[config.mk]
export PLATFORM = sky130hd
export DESIGN_NAME = systolic_fir_ctrl_flat
export DESIGN_NICKNAME = d
export VERILOG_FILES = /design/src/rtl/systolic_fir_ctrl_if.sv /design/src/rtl/systolic_fir_ctrl.sv /design/src/flat_wrapper.sv
export SDC_FILE = /design/constraint.sdc
export NUM_CORES = 1
export LEC_CHECK = 0
export CORE_ASPECT_RATIO = 1.25
export CORE_MARGIN = 5
export CORE_UTILIZATION = 38
export DETAILED_ROUTE_END_ITERATION = 10
export PLACE_DENSITY_LB_ADDON = 0.1
export RECOVER_POWER = 25
export SLEW_MARGIN = 40
export SYNTH_ARGS = -nofsm -noshare
export SYNTH_HDL_FRONTEND = slang
export SYNTH_SLANG_ARGS = --single-unit
[constraint.sdc]
create_clock -name clk -period 1.66 [get_ports clk]
set_input_delay 0.332 -clock clk [delete_from_list [all_inputs] [get_ports clk]]
set_output_delay 0.332 -clock clk [all_outputs]
set_load 0.01 [all_outputs]
[src/rtl/systolic_fir_ctrl_if.sv]
// Handshake and datapath bundle between the FIR sequencer and its surroundings.
// The slave view is the sequencer; the master view is the source, sink and datapath.
interface systolic_fir_ctrl_if #(
  parameter int DATA_WIDTH = 18,
  parameter int COEF_WIDTH = 18,
  parameter int NUM_TAPS   = 8
);
  localparam int AW = (NUM_TAPS > 1) ? $clog2(NUM_TAPS) : 1;

  logic                          cfg_start;
  logic                          coef_valid;
  logic                          coef_ready;
  logic signed [COEF_WIDTH-1:0]  coef_data;
  logic                          coef_we;
  logic [AW-1:0]                 coef_addr;
  logic signed [COEF_WIDTH-1:0]  coef_data_o;
  logic                          run_start;
  logic                          flush;
  logic                          s_valid;
  logic                          s_ready;
  logic signed [DATA_WIDTH-1:0]  s_data;
  logic                          pipe_ena;
  logic signed [DATA_WIDTH-1:0]  pipe_in;
  logic signed [DATA_WIDTH-1:0]  pipe_out;
  logic                          m_valid;
  logic                          m_ready;
  logic signed [DATA_WIDTH-1:0]  m_data;
  logic [1:0]                    state;
  logic                          coefs_loaded;

  modport master (
    output cfg_start, coef_valid, coef_data, run_start, flush,
           s_valid, s_data, pipe_out, m_ready,
    input  coef_ready, coef_we, coef_addr, coef_data_o, s_ready,
           pipe_ena, pipe_in, m_valid, m_data, state, coefs_loaded
  );

  modport slave (
    input  cfg_start, coef_valid, coef_data, run_start, flush,
           s_valid, s_data, pipe_out, m_ready,
    output coef_ready, coef_we, coef_addr, coef_data_o, s_ready,
           pipe_ena, pipe_in, m_valid, m_data, state, coefs_loaded
  );
endinterface

[src/rtl/systolic_fir_ctrl.sv]
// Sequencer for the systolic FIR: coefficient load, enable gating from the
// sample stream, latency-aligned output valid and zero-sample flush.
module systolic_fir_ctrl #(
  parameter int DATA_WIDTH = 18,
  parameter int COEF_WIDTH = 18,
  parameter int NUM_TAPS   = 8,
  parameter int LATENCY    = 18
) (
  input  logic             clk,
  input  logic             aclr,
  systolic_fir_ctrl_if.slave bus
);
  localparam int AW = (NUM_TAPS > 1) ? $clog2(NUM_TAPS) : 1;

  typedef enum logic [1:0] {
    IDLE  = 2'd0,
    LOAD  = 2'd1,
    RUN   = 2'd2,
    FLUSH = 2'd3
  } state_t;

  state_t                       state_q, state_nxt;
  logic [AW-1:0]                load_idx;
  logic [LATENCY-1:0]           vld_sr;
  logic [LATENCY-1:0]           vld_shift;
  logic                         out_pending;
  logic                         coefs_loaded_q;
  logic                         coef_ready_q;
  logic                         coef_we_p0;
  logic [AW-1:0]                coef_addr_p0;
  logic signed [COEF_WIDTH-1:0] coef_data_p0;

  logic                         stall;
  logic                         advance;
  logic                         s_ready_c;
  logic signed [DATA_WIDTH-1:0] pipe_in_c;
  logic                         vld_in;
  logic                         next_top;
  logic                         coef_fire;
  logic                         last_tap;

  assign stall     = out_pending && !bus.m_ready;
  assign coef_fire = coef_ready_q && bus.coef_valid;
  assign last_tap  = (load_idx == AW'(NUM_TAPS - 1));

  // The bit about to reach the top of the valid chain decides out_pending.
  generate
    if (LATENCY == 1) begin : g_lat1
      assign next_top  = vld_in;
      assign vld_shift = vld_in;
    end else begin : g_latn
      assign next_top  = vld_sr[LATENCY-2];
      assign vld_shift = {vld_sr[LATENCY-2:0], vld_in};
    end
  endgenerate

  always_comb begin
    state_nxt = state_q;
    s_ready_c = 1'b0;
    advance   = 1'b0;
    pipe_in_c = '0;
    vld_in    = 1'b0;
    case (state_q)
      IDLE: begin
        if (bus.cfg_start)
          state_nxt = LOAD;
        else if (bus.run_start && coefs_loaded_q)
          state_nxt = RUN;
      end
      LOAD: begin
        if (coef_fire && last_tap)
          state_nxt = IDLE;
      end
      RUN: begin
        s_ready_c = !stall;
        advance   = bus.s_valid && !stall;
        pipe_in_c = bus.s_data;
        vld_in    = 1'b1;
        if (bus.flush)
          state_nxt = FLUSH;
      end
      FLUSH: begin
        // Zeros keep clocking until every in-flight sample has been delivered.
        advance = !stall;
        if ((vld_sr == '0) && !out_pending)
          state_nxt = IDLE;
      end
      default: state_nxt = IDLE;
    endcase
  end

  always_ff @(posedge clk or posedge aclr) begin
    if (aclr) begin
      state_q        <= IDLE;
      load_idx       <= '0;
      vld_sr         <= '0;
      out_pending    <= 1'b0;
      coefs_loaded_q <= 1'b0;
      coef_ready_q   <= 1'b0;
      coef_we_p0     <= 1'b0;
      coef_addr_p0   <= '0;
      coef_data_p0   <= '0;
    end else begin
      state_q      <= state_nxt;
      coef_ready_q <= (state_nxt == LOAD);
      coef_we_p0   <= coef_fire;
      if ((state_q == IDLE) && bus.cfg_start) begin
        load_idx     <= '0;
        coef_addr_p0 <= '0;
      end
      if (coef_fire) begin
        coef_addr_p0 <= load_idx;
        coef_data_p0 <= bus.coef_data;
        load_idx     <= load_idx + 1'b1;
        if (last_tap)
          coefs_loaded_q <= 1'b1;
      end
      if (advance) begin
        vld_sr      <= vld_shift;
        out_pending <= next_top;
      end else if (out_pending && bus.m_ready) begin
        out_pending <= 1'b0;
      end
    end
  end

  assign bus.coef_ready   = coef_ready_q;
  assign bus.coef_we      = coef_we_p0;
  assign bus.coef_addr    = coef_addr_p0;
  assign bus.coef_data_o  = coef_data_p0;
  assign bus.s_ready      = s_ready_c;
  assign bus.pipe_ena     = advance;
  assign bus.pipe_in      = pipe_in_c;
  assign bus.m_valid      = out_pending;
  assign bus.m_data       = bus.pipe_out;
  assign bus.state        = state_q;
  assign bus.coefs_loaded = coefs_loaded_q;

endmodule

[src/flat_wrapper.sv]
// flat-port wrapper written by rule: the top's interface ports become plain ports
module systolic_fir_ctrl_flat 
#(
  parameter int DATA_WIDTH = 18,
  parameter int COEF_WIDTH = 18,
  parameter int NUM_TAPS   = 8,
  parameter int LATENCY    = 18
)
  (clk, aclr, bus_cfg_start, bus_coef_valid, bus_coef_data, bus_run_start, bus_flush, bus_s_valid, bus_s_data, bus_pipe_out, bus_m_ready, bus_coef_ready, bus_coef_we, bus_coef_addr, bus_coef_data_o, bus_s_ready, bus_pipe_ena, bus_pipe_in, bus_m_valid, bus_m_data, bus_state, bus_coefs_loaded);
  systolic_fir_ctrl_if #(.DATA_WIDTH(DATA_WIDTH), .COEF_WIDTH(COEF_WIDTH), .NUM_TAPS(NUM_TAPS)) bus_i ();
  input  logic clk;
  input  logic aclr;
  input wire logic [$bits(bus_i.cfg_start)-1:0] bus_cfg_start;
  input wire logic [$bits(bus_i.coef_valid)-1:0] bus_coef_valid;
  input wire logic [$bits(bus_i.coef_data)-1:0] bus_coef_data;
  input wire logic [$bits(bus_i.run_start)-1:0] bus_run_start;
  input wire logic [$bits(bus_i.flush)-1:0] bus_flush;
  input wire logic [$bits(bus_i.s_valid)-1:0] bus_s_valid;
  input wire logic [$bits(bus_i.s_data)-1:0] bus_s_data;
  input wire logic [$bits(bus_i.pipe_out)-1:0] bus_pipe_out;
  input wire logic [$bits(bus_i.m_ready)-1:0] bus_m_ready;
  output wire logic [$bits(bus_i.coef_ready)-1:0] bus_coef_ready;
  output wire logic [$bits(bus_i.coef_we)-1:0] bus_coef_we;
  output wire logic [$bits(bus_i.coef_addr)-1:0] bus_coef_addr;
  output wire logic [$bits(bus_i.coef_data_o)-1:0] bus_coef_data_o;
  output wire logic [$bits(bus_i.s_ready)-1:0] bus_s_ready;
  output wire logic [$bits(bus_i.pipe_ena)-1:0] bus_pipe_ena;
  output wire logic [$bits(bus_i.pipe_in)-1:0] bus_pipe_in;
  output wire logic [$bits(bus_i.m_valid)-1:0] bus_m_valid;
  output wire logic [$bits(bus_i.m_data)-1:0] bus_m_data;
  output wire logic [$bits(bus_i.state)-1:0] bus_state;
  output wire logic [$bits(bus_i.coefs_loaded)-1:0] bus_coefs_loaded;
  assign bus_i.cfg_start = bus_cfg_start;
  assign bus_i.coef_valid = bus_coef_valid;
  assign bus_i.coef_data = bus_coef_data;
  assign bus_i.run_start = bus_run_start;
  assign bus_i.flush = bus_flush;
  assign bus_i.s_valid = bus_s_valid;
  assign bus_i.s_data = bus_s_data;
  assign bus_i.pipe_out = bus_pipe_out;
  assign bus_i.m_ready = bus_m_ready;
  assign bus_coef_ready = bus_i.coef_ready;
  assign bus_coef_we = bus_i.coef_we;
  assign bus_coef_addr = bus_i.coef_addr;
  assign bus_coef_data_o = bus_i.coef_data_o;
  assign bus_s_ready = bus_i.s_ready;
  assign bus_pipe_ena = bus_i.pipe_ena;
  assign bus_pipe_in = bus_i.pipe_in;
  assign bus_m_valid = bus_i.m_valid;
  assign bus_m_data = bus_i.m_data;
  assign bus_state = bus_i.state;
  assign bus_coefs_loaded = bus_i.coefs_loaded;
  systolic_fir_ctrl #(.DATA_WIDTH(DATA_WIDTH), .COEF_WIDTH(COEF_WIDTH), .NUM_TAPS(NUM_TAPS), .LATENCY(LATENCY)) u_core (.clk(clk), .aclr(aclr), .bus(bus_i));
endmodule
==> impl_metrics.sql, run 1 <==
INSERT INTO impl_metrics (metric_group, metric, value, unit) VALUES
('run_status', 'status', 'finished, final reports clean', ''),
('power', 'power_switching_share', '0.3113', ''),
('placement', 'place.gp.congestion', '0.7011', ''),
('route', 'initialDrtViolationCount', '72', ''),
('floorplanning', 'die_h', '94.26', 'um'),
('final_layout', 'layout.core_utilization', '0.5897', ''),
('timing', 'timing.final.setup_violations', '0', ''),
('timing', 'min_period_over_period', '0.9968', ''),
('floorplanning', 'floorplan.core_area', '5480', 'um^2'),
('final_layout', 'layout.filler_cells', '492', ''),
('logic_synthesis', 'synth_xor_area_frac', '0', ''),
('grt', 'first_pass_grt_wire_length', '7500', 'um'),
('final_layout', 'commonest_non_fill_non_tap_cells_in_the_layout', 'clkdlybuf4s50_1 (67), dfrtp_1 (48), mux2_2 (29)', ''),
('power', 'p_int', '3.588', 'mW'),
('floorplanning', 'row_count', '30', ''),
('timing', 'worstMarginPinSlew', '1023', 'ps'),
('power', 'power.leakage', '1.515', 'nW'),
('worst_setup_path', 'endpoint_kind', 'output port', ''),
('clock_tree', 'clkTransAtPathRegs', '90', 'ps'),
('timing', 'fmax', '604.3', 'MHz'),
('worst_setup_path', 'slowest_delay', '380', 'ps'),
('final_layout', 'fin_nets', '316', ''),
('clock_tree', 'cts-buffers-inserted', '5', ''),
('clock_tree', 'clock_tree.buffer_depth', '2', ''),
('logic_synthesis', 'synth.net_count', '227', ''),
('placement', 'dp_hpwl', '3562', 'um'),
('logic_synthesis', 'syn-instance-count', '163', ''),
('worst_setup_path', 'timing_worst_setup_path_type', 'reg -> out', ''),
('worst_setup_path', 'setup.worst_path.start_class', 'flop', ''),
('logic_synthesis', 'synth_compound_area_frac', '0.05159', ''),
('placement', 'post-place-cells', '306', ''),
('worst_setup_path', 'crit_path_max_fanout', '5', ''),
('clock_tree', 'cts_tree', 'done', ''),
('floorplanning', 'dieArea', '7296', 'um^2'),
('logic_synthesis', 'ys_seq_elements', '48', ''),
('worst_setup_path', 'crit_path_arrival_time', '1320', 'ps'),
('clock_tree', 'cts.htree.levels', '2', ''),
('timing', 'worst_clock_skew', '10.64', 'ps'),
('route', 'drt-wirelength-per-cell', '15.23', 'um'),
('power', 'power.switching', '1.622', 'mW'),
('final_layout', 'layout.cells.non_filler', '316', ''),
('run', 'max-cap-violations', '0', ''),
('logic_synthesis', 'synthAdderAreaFrac', '0.01159', ''),
('power', 'clock_power_share', '0.134', ''),
('timing', 'drv_slew', '0', ''),
('route', 'routed_wl', '4814', 'um'),
('logic_synthesis', 'synthesis.area', '2158', 'um^2'),
('route', 'num_vias', '1554', ''),
('logic_synthesis', 'muxShareOfSynthArea', '0.1878', ''),
('logic_synthesis', 'synthSimpleGateAreaFrac', '0.1032', ''),
('power', 'pwr-share-comb', '0.500', ''),
('logic_synthesis', 'yosysWarningCount', '0', ''),
('grt', 'grt_pass1_vias', '1517', ''),
('clock_tree', 'clock_sinks', '48', ''),
('final_layout', 'layout.cell_area.non_filler', '3232', 'um^2'),
('logic_synthesis', 'synth_top_family_by_area', 'multiplexers', ''),
('grt', 'grt_usage', '0.1277', ''),
('clock_tree', 'cts_hold_buf', '0', ''),
('power', 'ir_worst_vdd', '0.0009258', 'V'),
('placement', 'placed_instance_area', '3068', 'um^2'),
('floorplanning', 'die_w', '77.41', 'um'),
('route', 'detail-route-antenna-nets', '0', ''),
('route', 'remaining_drc_errors', '0', ''),
('floorplanning', 'floorplan.initialDensity', '0.3938', ''),
('route', 'first_pass_iters', '2', ''),
('timing', 'report.final.hold_viol_count', '0', ''),
('worst_hold_path', 'hold_wc_path_type', 'reg -> reg', ''),
('power', 'part_of_the_total_power_dissipated_in_sequential_elements', '0.365', ''),
('final_layout', 'area.growth.synth_to_final', '49.74', '%'),
('logic_synthesis', 'yosysUniqueCellTypes', '28', ''),
('timing', 'worst_slew_margin_rel', '0.3177', '');
[cell type report]
class                           instances  area (um^2)  area share
Sequential cell                        48         1201      0.3717
Timing Repair Buffer                  106         1033      0.3198
Inverter                                3        11.26    0.003484
Clock buffer                            6        82.58     0.02555
Clock inverter                          1        8.758    0.002710
Tap cell                               64        80.08     0.02478
Multi-Input combinational cell         88        814.5      0.2520
[power by group through the flow]
stage / clock network, mW / registers (mW) / logic [mW]
final: 0.699 / 1.90 / 2.61
after detailed placement: 0 / 1.93 / 2.49
after CTS: 0.738 / 1.91 / 2.40
after global routing: 0.774 / 1.97 / 2.82
after global placement: 0 / 1.92 / 2.47
after floorplan: 0 / 2.07 / 1.13
[critical path, delay by kind of cell, from the launching register on]
family,cells,cell delay [ps]
buf+inv,2,230
flops,1,380
simple gates,2,440
[registers in the layout, summed over array words and instances, names as in the netlist]
signal and count:
u_core.bus.coef_addr 3, u_core.bus.coef_ready 1, u_core.bus.m_valid 1, u_core.bus.coefs_loaded 1, u_core.load_idx 3, u_core.vld_sr 18
u_core.bus.coef_we 1, u_core.bus.state 2, u_core.bus.coef_data_o 18
[routing by layer]
layer	global-route usage	vias up	wire length [um]
met5	0	-	0
li1	-	724	-
met4	0.04298	0	48
met1	0.1578	742	1971
met3	0.05854	5	471
met2	0.1966	83	2322
[repair_timing]
action	CTS	global route
pin swaps	1	16
resized for setup	85	41
gates cloned	0	1
endpoints found under the setup margin	22	20
buffers inserted	2	1
[path summary, 6_finish.rpt]
check / start / to / slack (ps) / cells after the start
setup / recovery: u_core.bus.state[0]$_DFF_PP0_ / bus_s_ready / 5 / 4
hold / removal: u_core.vld_sr[17]$_DFFE_PP0P_ / u_core.vld_sr[17]$_DFFE_PP0P_ / 500 / 1
hold reg to reg: u_core.vld_sr[17]$_DFFE_PP0P_ / u_core.vld_sr[17]$_DFFE_PP0P_ / 500 / 1
max in group asynchronous: aclr / u_core.vld_sr[0]$_DFFE_PP0P_ / 360 / 3
setup reg to reg: u_core.bus.m_valid$_DFFE_PP0P_ / u_core.vld_sr[13]$_DFFE_PP0P_ / 170 / 4
min in group asynchronous: aclr / u_core.bus.coef_data_o[7]$_DFFE_PP0P_ / 670 / 3
[Yosys cell counts, drive strengths merged]
cell type  number  area [um^2]
a21o            2        15.01
a21oi           1        8.760
a22o            5        43.79
a22oi           1        7.510
a31oi           2        12.51
and2           19        118.9
and2b           2        15.01
and3            1        6.260
and4b           1        10.01
buf            23        177.7
clkbuf          1        3.750
dfrtp          48         1201
ha              2        25.02
inv             3        11.26
mux2           36        405.4
nand2           1        3.750
nand4           1        6.260
nor2            4        15.01
nor2b           1        6.260
nor4            4        25.02
nor4bb          1        10.01
o21ai           1        5.000
o21ba           1        10.01
o2bb2ai         1        8.760
or2             1        6.260
[metrics by stage]
stage	TNS, ps	power (mW)	worst slack (ps)	hold WS, ps
after global routing	-997.2	5.571	-80.13	520.1
final	0	5.209	5.301	501.6
after CTS	-351.0	5.045	-34.04	391.9
after floorplan	0	3.204	170.6	456.1
after global placement	-7068	4.392	-356.0	469.7
after detailed placement	-7800	4.426	-369.3	480.7
[cells by family (layout without fill, tap and decap cells)]
family	Yosys count	count (layout)
DFF	48	48
muxes	36	36
and+or+nand+nor	36	36
buffers and inverters	27	116
AOI/OAI and AO/OA	14	14
adders and majority gates	2	2
Note: power is estimated with default switching activity, not from simulation.
==> inputs of run 2 (changes only) <==
--- a/config.mk
+++ b/config.mk
@@ -10,7 +10,6 @@
 export CORE_UTILIZATION = 38
 export DETAILED_ROUTE_END_ITERATION = 10
 export PLACE_DENSITY_LB_ADDON = 0.1
-export RECOVER_POWER = 25
 export SLEW_MARGIN = 40
 export SYNTH_ARGS = -nofsm -noshare
 export SYNTH_HDL_FRONTEND = slang
==> run 2 against run 1 <==
  * First-iteration DRC count is 6.9% higher
  * Critical path depth unchanged
  * Flip-flop and latch count unchanged
  * Hold slack worse by 130 ps
  * Sequential power barely moved
  * Via count is the same
  * Register-to-register slack barely moved
  * Final area is 0.46% higher
  * Clock power up 0.7%
  * Combinational power is essentially flat
  * Critical endpoint unchanged
  * Largest cell class unchanged
  * Highest routed layer unchanged
==> impl_metrics.sql, run 2 (synthesized netlist as in run 1, its figures left out) <==
INSERT INTO impl_metrics (metric_group, metric, value, unit) VALUES
('worst_setup_path', 'path_cells', 'and2b_4 -> buf_6 -> nor2b_4 -> buf_6', ''),
('grt', 'initial_antenna_violation_count', '0', ''),
('worst_setup_path', 'crit_path_arrival_time', '1330', 'ps'),
('route', 'drt-wirelength-per-cell', '15.28', 'um'),
('floorplanning', 'dieArea', '7296', 'um^2'),
('timing', 'timing.final.setup_violations', '0', ''),
('clock_tree', 'cts_root_buf', 'clkbuf_8', ''),
('floorplanning', 'die_w', '77.41', 'um'),
('worst_setup_path', 'setup.reg_to_reg.worst_slack', '180', 'ps'),
('clock_tree', 'clkTransAtPathRegs', '90', 'ps'),
('timing', 'worstMarginPinSlew', '293.3', 'ps'),
('worst_setup_path', 'worst_reg2reg_path_length_in_cells', '4', ''),
('grt', 'grt-ovfl-total', '0', ''),
('final_layout', 'fin_nets', '316', ''),
('route', 'num_vias', '1554', ''),
('worst_setup_path', 'worst_path_max_delay_cell', 'dfrtp_1', ''),
('timing', 'finalSetupTns', '0', 'ps'),
('timing', 'drv_slew', '0', ''),
('route', 'routed_wl', '4829', 'um'),
('clock_tree', 'cts_hold_buf', '0', ''),
('clock_tree', 'clock_sinks', '48', ''),
('floorplanning', 'die_h', '94.26', 'um'),
('power', 'power.leakage', '1.524', 'nW'),
('clock_tree', 'cts-buffers-inserted', '5', ''),
('worst_setup_path', 'setup.worst_path.start_class', 'flop', ''),
('timing', 'fmax', '602.8', 'MHz'),
('worst_setup_path', 'crit_path_max_fanout', '5', ''),
('worst_setup_path', 'most_used_cell_along_the_critical_path', 'buf_6', ''),
('grt', 'groute.layer.met3.usage', '0.05854', ''),
('power', 'cellPowerDensity', '1609', 'nW/um^2'),
('timing', 'worst_slew_margin_rel', '0.8026', ''),
('timing', 'min_period_over_period', '0.9993', ''),
('floorplanning', 'floorplan.initialDensity', '0.3938', ''),
('timing', 'final_period_minus_worst_setup_slack', '1659', 'ps'),
('worst_hold_path', 'hold_wc_path_type', 'in -> async', ''),
('grt', 'grt_start_max_net_pins', '49', ''),
('worst_setup_path', 'timing_worst_setup_path_type', 'reg -> out', ''),
('final_layout', 'antenna_cells_inserted', '0', ''),
('worst_setup_path', 'slowest_delay', '380', 'ps'),
('final_layout', 'layout.cells.non_filler', '316', ''),
('floorplanning', 'floorplan.core_area', '5480', 'um^2'),
('route', 'initialDrtViolationCount', '77', ''),
('placement', 'place.gp.congestion', '0.7011', ''),
('run', 'max-cap-violations', '0', ''),
('placement', 'port-buffer-count', '90', ''),
('final_layout', 'layout-drive-gt1-share', '0.3730', ''),
('placement', 'post-place-cells', '306', ''),
('grt', 'grt_pass1_vias', '1517', ''),
('route', 'first_pass_iters', '4', ''),
('clock_tree', 'clock_tree.buffer_depth', '2', ''),
('worst_setup_path', 'r2r_end', 'u_core.vld_sr[15]$_DFFE_PP0P_', ''),
('worst_setup_path', 'rr_startpoint', 'u_core.bus.m_valid$_DFFE_PP0P_', ''),
('clock_tree', 'cts_tree', 'done', ''),
('placement', 'dp_hpwl', '3562', 'um'),
('timing', 'report.final.hold_viol_count', '0', ''),
('route', 'remaining_drc_errors', '0', ''),
('run_status', 'status', 'finished, final reports clean', ''),
('worst_setup_path', 'endpoint_kind', 'output port', ''),
('grt', 'grt_usage', '0.1277', ''),
('grt', 'first_pass_grt_wire_length', '7500', 'um'),
('worst_setup_path', 'endpoint_required_time_on_the_critical_path', '1330', 'ps'),
('final_layout', 'commonest_non_fill_non_tap_cells_in_the_layout', 'clkdlybuf4s50_1 (67), dfrtp_1 (48), mux2_2 (29)', ''),
('route', 'routed_via_density', '4.918', ''),
('floorplanning', 'boundaryPins', '127', ''),
('grt', 'grt-busiest-layer', 'met2', ''),
('final_layout', 'area.growth.synth_to_final', '50.43', '%'),
('floorplanning', 'row_count', '30', ''),
('clock_tree', 'clock_latency_on_the_worst_skew_pair', '300', 'ps'),
('timing', 'rsz0062_at_grt', 'yes', ''),
('grt', 'grt.met2_usage', '0.1966', ''),
('final_layout', 'layout_commonest_cell', 'clkdlybuf4s50_1', ''),
('clock_tree', 'cts.htree.levels', '2', ''),
('grt', 'grt_util_met1', '0.1578', ''),
('route', 'detail-route-antenna-nets', '0', ''),
('timing', 'worst_clock_skew', '10.64', 'ps'),
('power', 'ir_worst_vdd', '0.0009253', 'V');
[run 2: metal layers]
layer / wire (um) / share of wire
met1: 1963 / 0.41
met2: 2343 / 0.49
met3: 485 / 0.10
met4: 37 / 0.0077
met5: 0 / 0
[run 2: critical path, delay by kind of cell (launching register included)]
family | cells | cell delay, ps
AND/OR/NAND/NOR | 2 | 440
flip-flops | 1 | 380
buffers and inverters | 2 | 230
[run 2: how the worst max path moves through the flow]
stage / startpoint / end / slack (ps)
after detailed placement: bus_m_ready / bus_pipe_ena / -370
after global placement: bus_m_ready / bus_s_ready / -360
after CTS: u_core.bus.state[1]$_DFF_PP0_ / bus_pipe_in[2] / -30
after global routing: u_core.bus.state[0]$_DFF_PP0_ / bus_s_ready / -80
after floorplan: u_core.bus.state[0]$_DFF_PP0_ / bus_pipe_in[10] / 170
final: u_core.bus.state[0]$_DFF_PP0_ / bus_s_ready / 1
[run 2: through the flow]
stage | cell area, um^2 | utilization | total power, mW | setup slack, ps | hold slack (ps)
finish | 3247 | 0.5925 | 5.223 | 1.203 | 376.3
global route | 3247 | 0.5925 | 5.576 | -80.13 | 421.0
CTS | 3080 | 0.5621 | 5.045 | -34.04 | 391.9
detailed placement | 3068 | 0.5598 | 4.426 | -369.3 | 480.7
global placement | 3068 | 0.5598 | 4.392 | -356.0 | 469.7
floorplan | 2158 | - | 3.204 | 170.6 | 456.1
[run 2: what timing repair did]
item	CTS	global route
pin swaps	1	16
gates resized for setup	85	41
buffers inserted	2	1
cloned	0	1
setup endpoints to repair	22	20
[run 2: layout make-up]
class / count / area [um^2]
Fill cell: 490 / 2233
Sequential cell: 48 / 1201
Timing Repair Buffer: 106 / 1049
Multi-Input combinational cell: 88 / 814.5
Clock buffer: 6 / 82.58
Tap cell: 64 / 80.08
Inverter: 3 / 11.26
Clock inverter: 1 / 8.758
[run 2: where the power goes]
group	switching, mW	internal, mW
Clock	0.372	0.332
Sequential	0.263	1.64
Combinational	0.996	1.62
Total	1.63	3.59
==> inputs of run 3 (changes only) <==
--- a/config.mk
+++ b/config.mk
@@ -10,7 +10,6 @@
 export CORE_UTILIZATION = 38
 export DETAILED_ROUTE_END_ITERATION = 10
 export PLACE_DENSITY_LB_ADDON = 0.1
-export SLEW_MARGIN = 40
 export SYNTH_ARGS = -nofsm -noshare
 export SYNTH_HDL_FRONTEND = slang
 export SYNTH_SLANG_ARGS = --single-unit
==> results of run 3 <==
Same layout as run 2: the final DEF is identical, and so are final timing and power.
